$ cat src/rtl/click_pkg.sv
// Shared definitions for the click handshake endpoints: reset phase, default
// geometry and the width helper used for pointers and occupancy.
`timescale 1ns/1ps
package click_pkg;

  // Phase both ends of a click link settle to while reset is asserted.
  localparam logic CLICK_RESET_PHASE = 1'b0;

  localparam int CLICK_WIDTH       = 32;
  localparam int CLICK_DEPTH       = 4;
  localparam int CLICK_SYNC_STAGES = 2;

  // FIFO operation for one edge, encoded as {push, pop}.
  typedef enum logic [1:0] {
    FIFO_IDLE = 2'b00,
    FIFO_POP  = 2'b01,
    FIFO_PUSH = 2'b10,
    FIFO_BOTH = 2'b11
  } fifoOp_t;

  function automatic int clog2(input int value);
    int result;
    int span;
    result = 0;
    span   = 1;
    while (span < value) begin
      span   = span * 2;
      result = result + 1;
    end
    return result;
  endfunction

endpackage

$ cat src/rtl/click_req_sync.sv
// Multi-flop synchroniser bringing the 2-phase click request into the clock
// domain; clears to the link reset phase.
`timescale 1ns/1ps
module click_req_sync
  import click_pkg::*;
#(
  parameter int SYNC_STAGES = CLICK_SYNC_STAGES
) (
  input  logic clk,
  input  logic rst,
  input  logic reqAsync,
  output logic reqSync
);

  logic [SYNC_STAGES-1:0] syncChain;

  always_ff @(posedge clk or negedge rst) begin
    if (!rst) begin
      syncChain <= {SYNC_STAGES{CLICK_RESET_PHASE}};
    end else begin
      syncChain <= {syncChain[SYNC_STAGES-2:0], reqAsync};
    end
  end

  assign reqSync = syncChain[SYNC_STAGES-1];

endmodule

$ cat src/rtl/click_sync_sink.sv
// Clocked receiving end of a 2-phase click chain: synchronises inR, stores the
// bundled word in a small FIFO, returns inA as a toggle and offers FWFT output.
`timescale 1ns/1ps
module click_sync_sink
  import click_pkg::*;
#(
  parameter  int WIDTH       = CLICK_WIDTH,
  parameter  int DEPTH       = CLICK_DEPTH,
  parameter  int SYNC_STAGES = CLICK_SYNC_STAGES,
  localparam int PTR_W       = clog2(DEPTH),
  localparam int LEVEL_W     = clog2(DEPTH + 1)
) (
  input  logic               clk,
  input  logic               rst,
  input  logic               inR,
  input  logic [WIDTH-1:0]   inD,
  output logic               inA,
  output logic               out_valid,
  output logic [WIDTH-1:0]   out_data,
  input  logic               out_ready,
  output logic [LEVEL_W-1:0] level
);

  localparam logic [LEVEL_W-1:0] LEVEL_FULL = LEVEL_W'(DEPTH);

  logic               reqSync;
  logic               ackPhase;
  logic [PTR_W-1:0]   wrPtr;
  logic [PTR_W-1:0]   rdPtr;
  logic [LEVEL_W-1:0] levelQ;
  logic [WIDTH-1:0]   mem [DEPTH];

  logic    pending;
  logic    full;
  logic    push;
  logic    pop;
  fifoOp_t fifoOp;

  click_req_sync #(
    .SYNC_STAGES (SYNC_STAGES)
  ) reqSyncInst (
    .clk      (clk),
    .rst      (rst),
    .reqAsync (inR),
    .reqSync  (reqSync)
  );

  // A token is outstanding while the synchronised request and our ack differ.
  // Full is judged on the registered level, so a same-cycle pop never frees a slot early.
  always_comb begin
    pending   = (reqSync != ackPhase);
    full      = (levelQ == LEVEL_FULL);
    out_valid = (levelQ != '0);
    push      = pending & ~full;
    pop       = out_valid & out_ready;
    fifoOp    = fifoOp_t'({push, pop});
    out_data  = out_valid ? mem[rdPtr] : '0;
  end

  always_ff @(posedge clk or negedge rst) begin
    if (!rst) begin
      ackPhase <= CLICK_RESET_PHASE;
      wrPtr    <= '0;
      rdPtr    <= '0;
      levelQ   <= '0;
    end else begin
      if (push) begin
        ackPhase <= ~ackPhase;
        wrPtr    <= wrPtr + PTR_W'(1);
      end
      if (pop) begin
        rdPtr <= rdPtr + PTR_W'(1);
      end
      case (fifoOp)
        FIFO_PUSH: levelQ <= levelQ + LEVEL_W'(1);
        FIFO_POP:  levelQ <= levelQ - LEVEL_W'(1);
        default:   levelQ <= levelQ;
      endcase
    end
  end

  // Storage carries data only; validity lives entirely in levelQ.
  always_ff @(posedge clk) begin
    if (push) begin
      mem[wrPtr] <= inD;
    end
  end

  assign inA   = ackPhase;
  assign level = levelQ;

endmodule

$ cat config.mk
export PLATFORM = sky130hd
export DESIGN_NAME = click_sync_sink
export DESIGN_NICKNAME = d
export VERILOG_FILES = /design/src/rtl/click_pkg.sv /design/src/rtl/click_req_sync.sv /design/src/rtl/click_sync_sink.sv
export SDC_FILE = /design/constraint.sdc
export NUM_CORES = 1
export LEC_CHECK = 0
export ABC_AREA = 1
export CORE_ASPECT_RATIO = 0.9
export CORE_MARGIN = 5
export CORE_UTILIZATION = 35
export CTS_CLUSTER_DIAMETER = 120
export DETAILED_ROUTE_END_ITERATION = 10
export PLACE_DENSITY = 0.64
export SLEW_MARGIN = 30
export SYNTH_ARGS = -nofsm -noshare
export SYNTH_HDL_FRONTEND = slang
export SYNTH_SLANG_ARGS = --single-unit
$ cat constraint.sdc
create_clock -name clk -period 6 [get_ports clk]
set_clock_uncertainty 0.2 [all_clocks]
set_input_delay 1.5 -clock clk [delete_from_list [all_inputs] [get_ports clk]]
set_output_delay 1.5 -clock clk [all_outputs]
set_load 0.01 [all_outputs]
==> results of run 1 <==
==> cells in the final DEF (no fill, tap or decap), types with 3 or more instances in the layout <==
master,netlist,routed
nor2_4,0,4
nand2_1,146,146
buf_16,0,4
clkinv_1,8,9
inv_1,82,82
clkinvlp_4,0,3
bufinv_16,0,3
nand3_1,69,69
edfxtp_1,128,128
inv_2,54,53
ha_1,5,5
dfrtp_1,10,8
a21oi_1,32,32
clkinv_2,2,8
clkdlybuf4s50_1,0,72
clkbuf_16,0,17
==> synthesized netlist by cell type <==
library cell / instances
clkbuf_1: 6
clkinv_1: 8
xnor2_1: 2
inv_1: 82
buf_4: 1
nand3_2: 1
inv_2: 54
buf_6: 6
nand2_1: 146
fa_1: 1
nand3_1: 69
edfxtp_1: 128
a21oi_1: 32
nand4_1: 1
buf_2: 11
ha_1: 5
clkinv_2: 2
o21ai_0: 1
o21ai_1: 2
dfrtp_1: 10
nor2_1: 4
==> layer usage <==
layer | vias up | wire, µm | GRT usage [%]
li1 | 1949 | - | -
met1 | 1899 | 5410 | 15.98
met2 | 101 | 6783 | 24.14
met3 | 12 | 701 | 4.054
met4 | 0 | 131 | 4.207
met5 | - | 0 | 0
==> logic make-up (layout without fill, tap and decap cells) <==
logic type      after synthesis  after routing
other cells                   0              1
buf+inv                     170            255
fa+ha+maj                     6              6
compound gates               35             35
xor+xnor                      2              2
flops                       138            138
simple gates                221            221
==> worst paths after layout <==
path | to | start | cells past startpoint
min in group asynchronous | level[0]$_DFFE_PN0P_ | rst | 1
max in group asynchronous | rdPtr[1]$_DFFE_PN0P_ | rst | 1
setup reg to reg | level[2]$_DFFE_PN0P_ | level[1]$_DFFE_PN0P_ | 10
hold / removal | reqSyncInst.syncChain[1]$_DFF_PN0_ | reqSyncInst.syncChain[0]$_DFF_PN0_ | 0
setup / recovery | out_data[5] | rdPtr[1]$_DFFE_PN0P_ | 4
hold reg to reg | reqSyncInst.syncChain[1]$_DFF_PN0_ | reqSyncInst.syncChain[0]$_DFF_PN0_ | 0
==> metrics by stage <==
stage	hold slack, ns	cell area [µm²]	setup WS [ns]	total power [W]
4_1_cts	0.1574	7566	1.441	0.004009
3_3_place_gp	0.1325	6869	1.965	0.002883
6_report	0.1551	7569	1.511	0.003948
2_1_floorplan	0.1312	5997	3.172	0.002259
3_5_place_dp	0.1449	6982	1.878	0.002979
5_1_grt	0.1617	7566	1.302	0.004203
==> power by group through the flow <==
stage / Sequential (W) / Clock [W] / Combinational (W)
after floorplan: 0.00137 / 0 / 0.000889
after detailed placement: 0.00141 / 0 / 0.00156
after global placement: 0.00141 / 0 / 0.00148
after CTS: 0.00140 / 0.00104 / 0.00158
after global routing: 0.00141 / 0.00108 / 0.00171
final: 0.00139 / 0.00102 / 0.00154
==> final cells by class <==
cell class | count | share of cell area [%]
Antenna cell | 1 | 0.03306
Clock buffer | 18 | 5.670
Clock inverter | 14 | 2.050
Inverter | 146 | 7.307
Multi-Input combinational cell | 264 | 16.25
Sequential cell | 138 | 54.12
Tap cell | 211 | 3.488
Timing Repair Buffer | 77 | 11.08
==> worst register-to-register path, stage by stage (launching register included) <==
cell	delay, ns
dfrtp_1	0.41
inv_2	0.10
nand3_1	0.18
nand2_1	0.43
ha_1	0.27
inv_1	0.08
fa_1	0.39
nand2_1	0.10
nand3_1	0.07
nand2_1	0.05
nand2_1	0.05
==> sequential cells by signal (all words and copies together) (netlist names) <==
signal                 count
inA                        1
level                      3
mem                      128
rdPtr                      2
reqSyncInst.syncChain      2
wrPtr                      2
==> metrics.csv, run 1 <==
stage,metric,value,unit
detailed_routing,firstDrtPassIters,4,
floorplanning,io_pins,73,
cells_and_area,fin_nets,686,
synth,synth-simple-area-share,15.42,%
synth,synth_mux_area_share,0,%
timing,period_minus_slack,4.489,ns
floorplanning,die-width,148.0,µm
clocking,cts-buffers-inserted,17,
cells_and_area,area_delta_synth_final,26.20,%
cells_and_area,final.fill_count,1504,
synth,synthDistinctLibCells,21,
clocking,cts_sinks,138,
clocking,worstSkewPairLatency,0.41,ns
cells_and_area,multi_input_area,1230,µm²
pwr,power_density,521.6,nW/µm²
pwr,p_leak,3.164,nW
timing,maxSlewViolCount,0,
critical_path,cp_cell_sequence,inv_2 > nand3_1 > a21oi_1 > clkdlybuf4s50_1,
clocking,ctsHoldBuffers,0,
critical_path,r2r_slack,3.57,ns
synth,syn_inst,572,
clocking,post_cts_resized,0,
clocking,postCtsSetupRepairBufs,0,
global_routing,grt_overflow,0,
cells_and_area,drive_gt1_share,14.92,%
critical_path,cp.required,4.30,ns
critical_path,critPathCaptureType,output pin,
clocking,h-tree-depth,4,
synth,avgSynthCellArea,10.48,µm²
placed_design,placed_cells,836,
synth,synth_compound_area_share,2.921,%
flow_run,maxCapViolCount,0,
cells_and_area,final_core_util,44.96,%
detailed_routing,drt_iter0_drc,259,
clocking,root_buffer,clkbuf_16,
detailed_routing,drc,0,
critical_path,startpoint_type,flip-flop,
floorplanning,coreArea,16830,µm²
timing,tightestPinTransition,0.7883,ns
placed_design,routabilityCongestion,0.7558,
synth,synth_top_family_by_area,simple AND/OR/NAND/NOR gates,
pwr,power_switching,0.001362,W
floorplanning,initial_core_util,35.62,%
timing,finalCritPeriodShare,74.81,%
outcome,status,"complete, no violations",
pwr,p_comb_share,38.9,%
cells_and_area,seq_area,4096,µm²
synth,synthAdderAreaFrac,1.377,%
timing,tns,0,ns
hold_path,hold_class,reg2reg,
global_routing,first_global_vias,4034,
synth,synth_area,5997,µm²
timing,rsz0062_at_grt,false,
detailed_routing,routed_via_density,4.558,
detailed_routing,wl,13.03,mm
critical_path,path_buf_inv,2,
timing,max_slew_margin,47.44,%
global_routing,grt_util_all_layers,13.63,%
critical_path,crit_type,reg2out,
synth,ys_top_cells_by_area,"edfxtp_1 64%, nand2_1 9.1%, nand3_1 5.8%, inv_1 5.1%, dfrtp_1 4.2%",
floorplanning,row_count,45,
synth,yosysTopAreaCell,edfxtp_1,
synth,synth_xor_area_share,0.2921,%
synth,syn_nets,614,
detailed_routing,ant_nets,0,
global_routing,grt_pass1_wl,20.78,mm
global_routing,antenna_found_initial,0,
floorplanning,chipHeight,134.2,µm
pwr,seqPwrFrac,35.3,%
pwr,clockPowerShare,25.8,%
placed_design,dpl.hpwl,7.876,mm
critical_path,slowest_stage,dfrtp_2,
timing,finalSetupViolations,0,
critical_path,critPathMaxStageDelay,0.68,ns
pwr,sw_frac_of_total,34.49,%
timing,timing.fmax,222.8,MHz
detailed_routing,wl_per_cell,14.99,µm
synth,synth.ff_latch_count,138,
clocking,clkSlewWorstSetupHoldPaths,0.05,ns
timing,hold_violations,0,
critical_path,critPathTopFamily,buffers and inverters,
global_routing,grt_start_max_net_pins,67,
clocking,clockBufferDepth,2,
pwr,p_int,0.002586,W
floorplanning,die_area,19860,µm²
critical_path,cp_max_fo,35,
critical_path,crit_arrival,2.79,ns
detailed_routing,via_count,3961,
pwr,peakVddDrop,0.4524,mV
clocking,cts_tree,done,
synth,yosysWarningCount,0,
synth,seq_area_frac_synth,68.27,%
cells_and_area,fin_cells,869,
placed_design,portBuffers,72,
synth,yosysTopAreaCellShare,64.09,%
No activity file was read; power rests on OpenSTA's default activity.
==> run 2, diff against run 1 <==
--- a/config.mk
+++ b/config.mk
@@ -11,7 +11,7 @@
 export CORE_UTILIZATION = 35
 export CTS_CLUSTER_DIAMETER = 120
 export DETAILED_ROUTE_END_ITERATION = 10
-export PLACE_DENSITY = 0.64
+export PLACE_DENSITY = 0.66
 export SLEW_MARGIN = 30
 export SYNTH_ARGS = -nofsm -noshare
 export SYNTH_HDL_FRONTEND = slang
==> constraint.sdc (replaced) <==
create_clock -name clk -period 4.03 [get_ports clk]
set_clock_uncertainty 0.2 [all_clocks]
set_input_delay 1.0075 -clock clk [delete_from_list [all_inputs] [get_ports clk]]
set_output_delay 1.0075 -clock clk [all_outputs]
set_load 0.01 [all_outputs]
==> metrics.csv, run 2 (synthesized netlist as in run 1, its figures left out) <==
stage,metric,value,unit,change
placed_design,portBuffers,72,,unchanged
timing,max_slew_margin,45.38,%,-2.1 points
critical_path,worst-r2r-cell-count,5,,-5
clocking,clockBufferDepth,2,,unchanged
flow_run,maxCapViolCount,0,,unchanged
critical_path,critPathCaptureType,output pin,,
detailed_routing,firstDrtPassIters,4,,unchanged
floorplanning,row_count,45,,unchanged
timing,finalSetupViolations,0,,unchanged
outcome,status,"complete, no violations",,
placed_design,dpl.hpwl,7.466,mm,-5.2%
detailed_routing,wl_per_cell,14.43,µm,-3.7%
cells_and_area,fin_nets,689,,+0.44%
floorplanning,initial_core_util,35.62,%,unchanged
timing,tightestPinTransition,0.8174,ns,+0.02904 ns
global_routing,first_global_vias,3954,,-2.0%
timing,rsz0062_at_grt,false,,
critical_path,cp_cell_sequence,inv_2 > buf_4 > nand3_1 > a21oi_1 > clkdlybuf4s50_1,,
floorplanning,io_pins,73,,unchanged
cells_and_area,seq_area,4096,µm²,unchanged
timing,maxSlewViolCount,0,,unchanged
cells_and_area,multi_input_area,1230,µm²,unchanged
timing,tns,0,ns,unchanged
clocking,cts_sinks,138,,unchanged
global_routing,grt_util_all_layers,13.42,%,-0.21 points
critical_path,startpoint_type,flip-flop,,
timing,finalCritPeriodShare,87.93,%,
cells_and_area,largest_register_ffs,128,,unchanged
clocking,cts_tree,done,,
critical_path,critPathMaxStageDelay,0.58,ns,-0.10 ns
clocking,worstSkewPairLatency,0.42,ns,about the same
critical_path,crit_type,reg2out,,
critical_path,cp.required,2.82,ns,-1.48 ns
pwr,p_leak,3.142,nW,-0.68%
global_routing,grt_overflow,0,,unchanged
detailed_routing,ant_nets,0,,unchanged
clocking,root_buffer,clkbuf_16,,
global_routing,grt_start_max_net_pins,67,,unchanged
critical_path,cp-endpoint,out_data[31],,
floorplanning,die_area,19860,µm²,unchanged
cells_and_area,final_common_cell,nand2_1,,
floorplanning,chipHeight,134.2,µm,unchanged
clocking,h-tree-depth,4,,unchanged
critical_path,crit_arrival,2.34,ns,-0.45 ns
detailed_routing,wl,12.56,mm,-3.6%
pwr,peakVddDrop,0.3496,mV,-23%
timing,period_minus_slack,3.543,ns,
timing,timing.fmax,282.2,MHz,
critical_path,r2r_slack,1.49,ns,-2.08 ns
critical_path,r2r-end,mem[3][1]$_DFFE_PP_,,
critical_path,cp-startpoint,rdPtr[1]$_DFFE_PN0P_,,
detailed_routing,drt_iter0_drc,233,,-10%
clocking,post_cts_resized,0,,unchanged
global_routing,grt_pass1_wl,20.27,mm,-2.5%
clocking,postCtsSetupRepairBufs,0,,unchanged
critical_path,r2r-start,level[0]$_DFFE_PN0P_,,
hold_path,hold_class,reg2reg,,
pwr,power_density,771.7,nW/µm²,+48%
placed_design,routabilityCongestion,0.7257,,-4.0%
cells_and_area,regMostFlops,mem,,
placed_design,placed_cells,839,,+0.36%
cells_and_area,final.fill_count,1535,,+2.1%
critical_path,critPathTopFamily,buffers and inverters,,
detailed_routing,via_count,3867,,-2.4%
clocking,ctsHoldBuffers,0,,unchanged
timing,hold_violations,0,,unchanged
clocking,cts-buffers-inserted,17,,unchanged
cells_and_area,fin_cells,870,,+0.12%
floorplanning,coreArea,16830,µm²,unchanged
detailed_routing,routed_via_density,4.445,,-2.5%
critical_path,cp_max_fo,18,,-49%
critical_path,path_buf_inv,3,,+1
floorplanning,die-width,148.0,µm,unchanged
cells_and_area,diodes,0,,-1
cells_and_area,drive_gt1_share,15.33,%,+0.41 points
cells_and_area,area_delta_synth_final,24.93,%,
critical_path,slowest_stage,clkdlybuf4s50_1,,
cells_and_area,final_cell_mix,"146 x nand2_1, 128 x edfxtp_1, 82 x inv_1",,
clocking,clkSlewWorstSetupHoldPaths,0.06,ns,about the same
critical_path,crit_cells,5,,+1
detailed_routing,drc,0,,unchanged
global_routing,antenna_found_initial,0,,unchanged
## run 2: cell types whose count changed in the layout (fill, tap and decap cells not counted), sizes merged
| cell | delta |
|---|---|
| buf | +3 |
| bufinv | -1 |
| diode | -1 |
| clkbuf | -1 |
| clkinvlp | +1 |
## run 2: how the worst min path moves through the flow
stage | from | depth (start not counted) | end
after floorplan | reqSyncInst.syncChain[0]$_DFF_PN0_ | 0 | reqSyncInst.syncChain[1]$_DFF_PN0_
after global placement | reqSyncInst.syncChain[0]$_DFF_PN0_ | 0 | reqSyncInst.syncChain[1]$_DFF_PN0_
after detailed placement | reqSyncInst.syncChain[0]$_DFF_PN0_ | 0 | reqSyncInst.syncChain[1]$_DFF_PN0_
after CTS | reqSyncInst.syncChain[0]$_DFF_PN0_ | 0 | reqSyncInst.syncChain[1]$_DFF_PN0_
after global routing | reqSyncInst.syncChain[0]$_DFF_PN0_ | 0 | reqSyncInst.syncChain[1]$_DFF_PN0_
final | reqSyncInst.syncChain[0]$_DFF_PN0_ | 0 | reqSyncInst.syncChain[1]$_DFF_PN0_
## run 2: final cells by class
cell class                 instances  area share, %
clock buffer                      17          5.678
clock inverter                    14          1.770
inverter                         146          7.348
multi-input combinational        264          16.42
sequential                       138          54.68
tap                              211          3.524
timing repair buffer              80          10.59
## run 2: per-stage QoR
step	total power (W)	cell area, µm²	util [%]	hold WS [ns]	worst slack [ns]
floorplan	0.003363	5997	-	0.1312	1.240
CTS	0.005869	7492	44.50	0.1501	0.4523
global route	0.006158	7492	44.50	0.1674	0.3855
global placement	0.004361	6934	41.19	0.1346	0.9230
finish	0.005781	7492	44.50	0.1483	0.4866
detailed placement	0.004394	6934	41.19	0.1363	0.9056
## run 2: report_power, final
part | switching [W] | total (W) | internal (W)
logic | 0.00136 | 0.00232 | 0.000956
registers | 0.0000983 | 0.00201 | 0.00191
clock network | 0.000561 | 0.00146 | 0.000895
total | 0.00202 | 0.00578 | 0.00376
## run 2: per-layer routing
layer / wire [µm] / part of all wire [%] / GRT usage, % / vias to the layer above
met5: 0 / 0 / 0 / -
met4: 174 / 1.4 / 5.080 / 0
met3: 591 / 4.7 / 3.716 / 14
met2: 6267 / 50 / 23.05 / 81
met1: 5521 / 44 / 16.12 / 1817
li1: - / - / - / 1955
==> run 3, diff against run 2 <==
--- a/config.mk
+++ b/config.mk
@@ -12,7 +12,6 @@
 export CTS_CLUSTER_DIAMETER = 120
 export DETAILED_ROUTE_END_ITERATION = 10
 export PLACE_DENSITY = 0.66
-export SLEW_MARGIN = 30
 export SYNTH_ARGS = -nofsm -noshare
 export SYNTH_HDL_FRONTEND = slang
 export SYNTH_SLANG_ARGS = --single-unit
==> results of run 3 <==
Same layout as run 2: the final DEF is identical, and so are final timing and power.
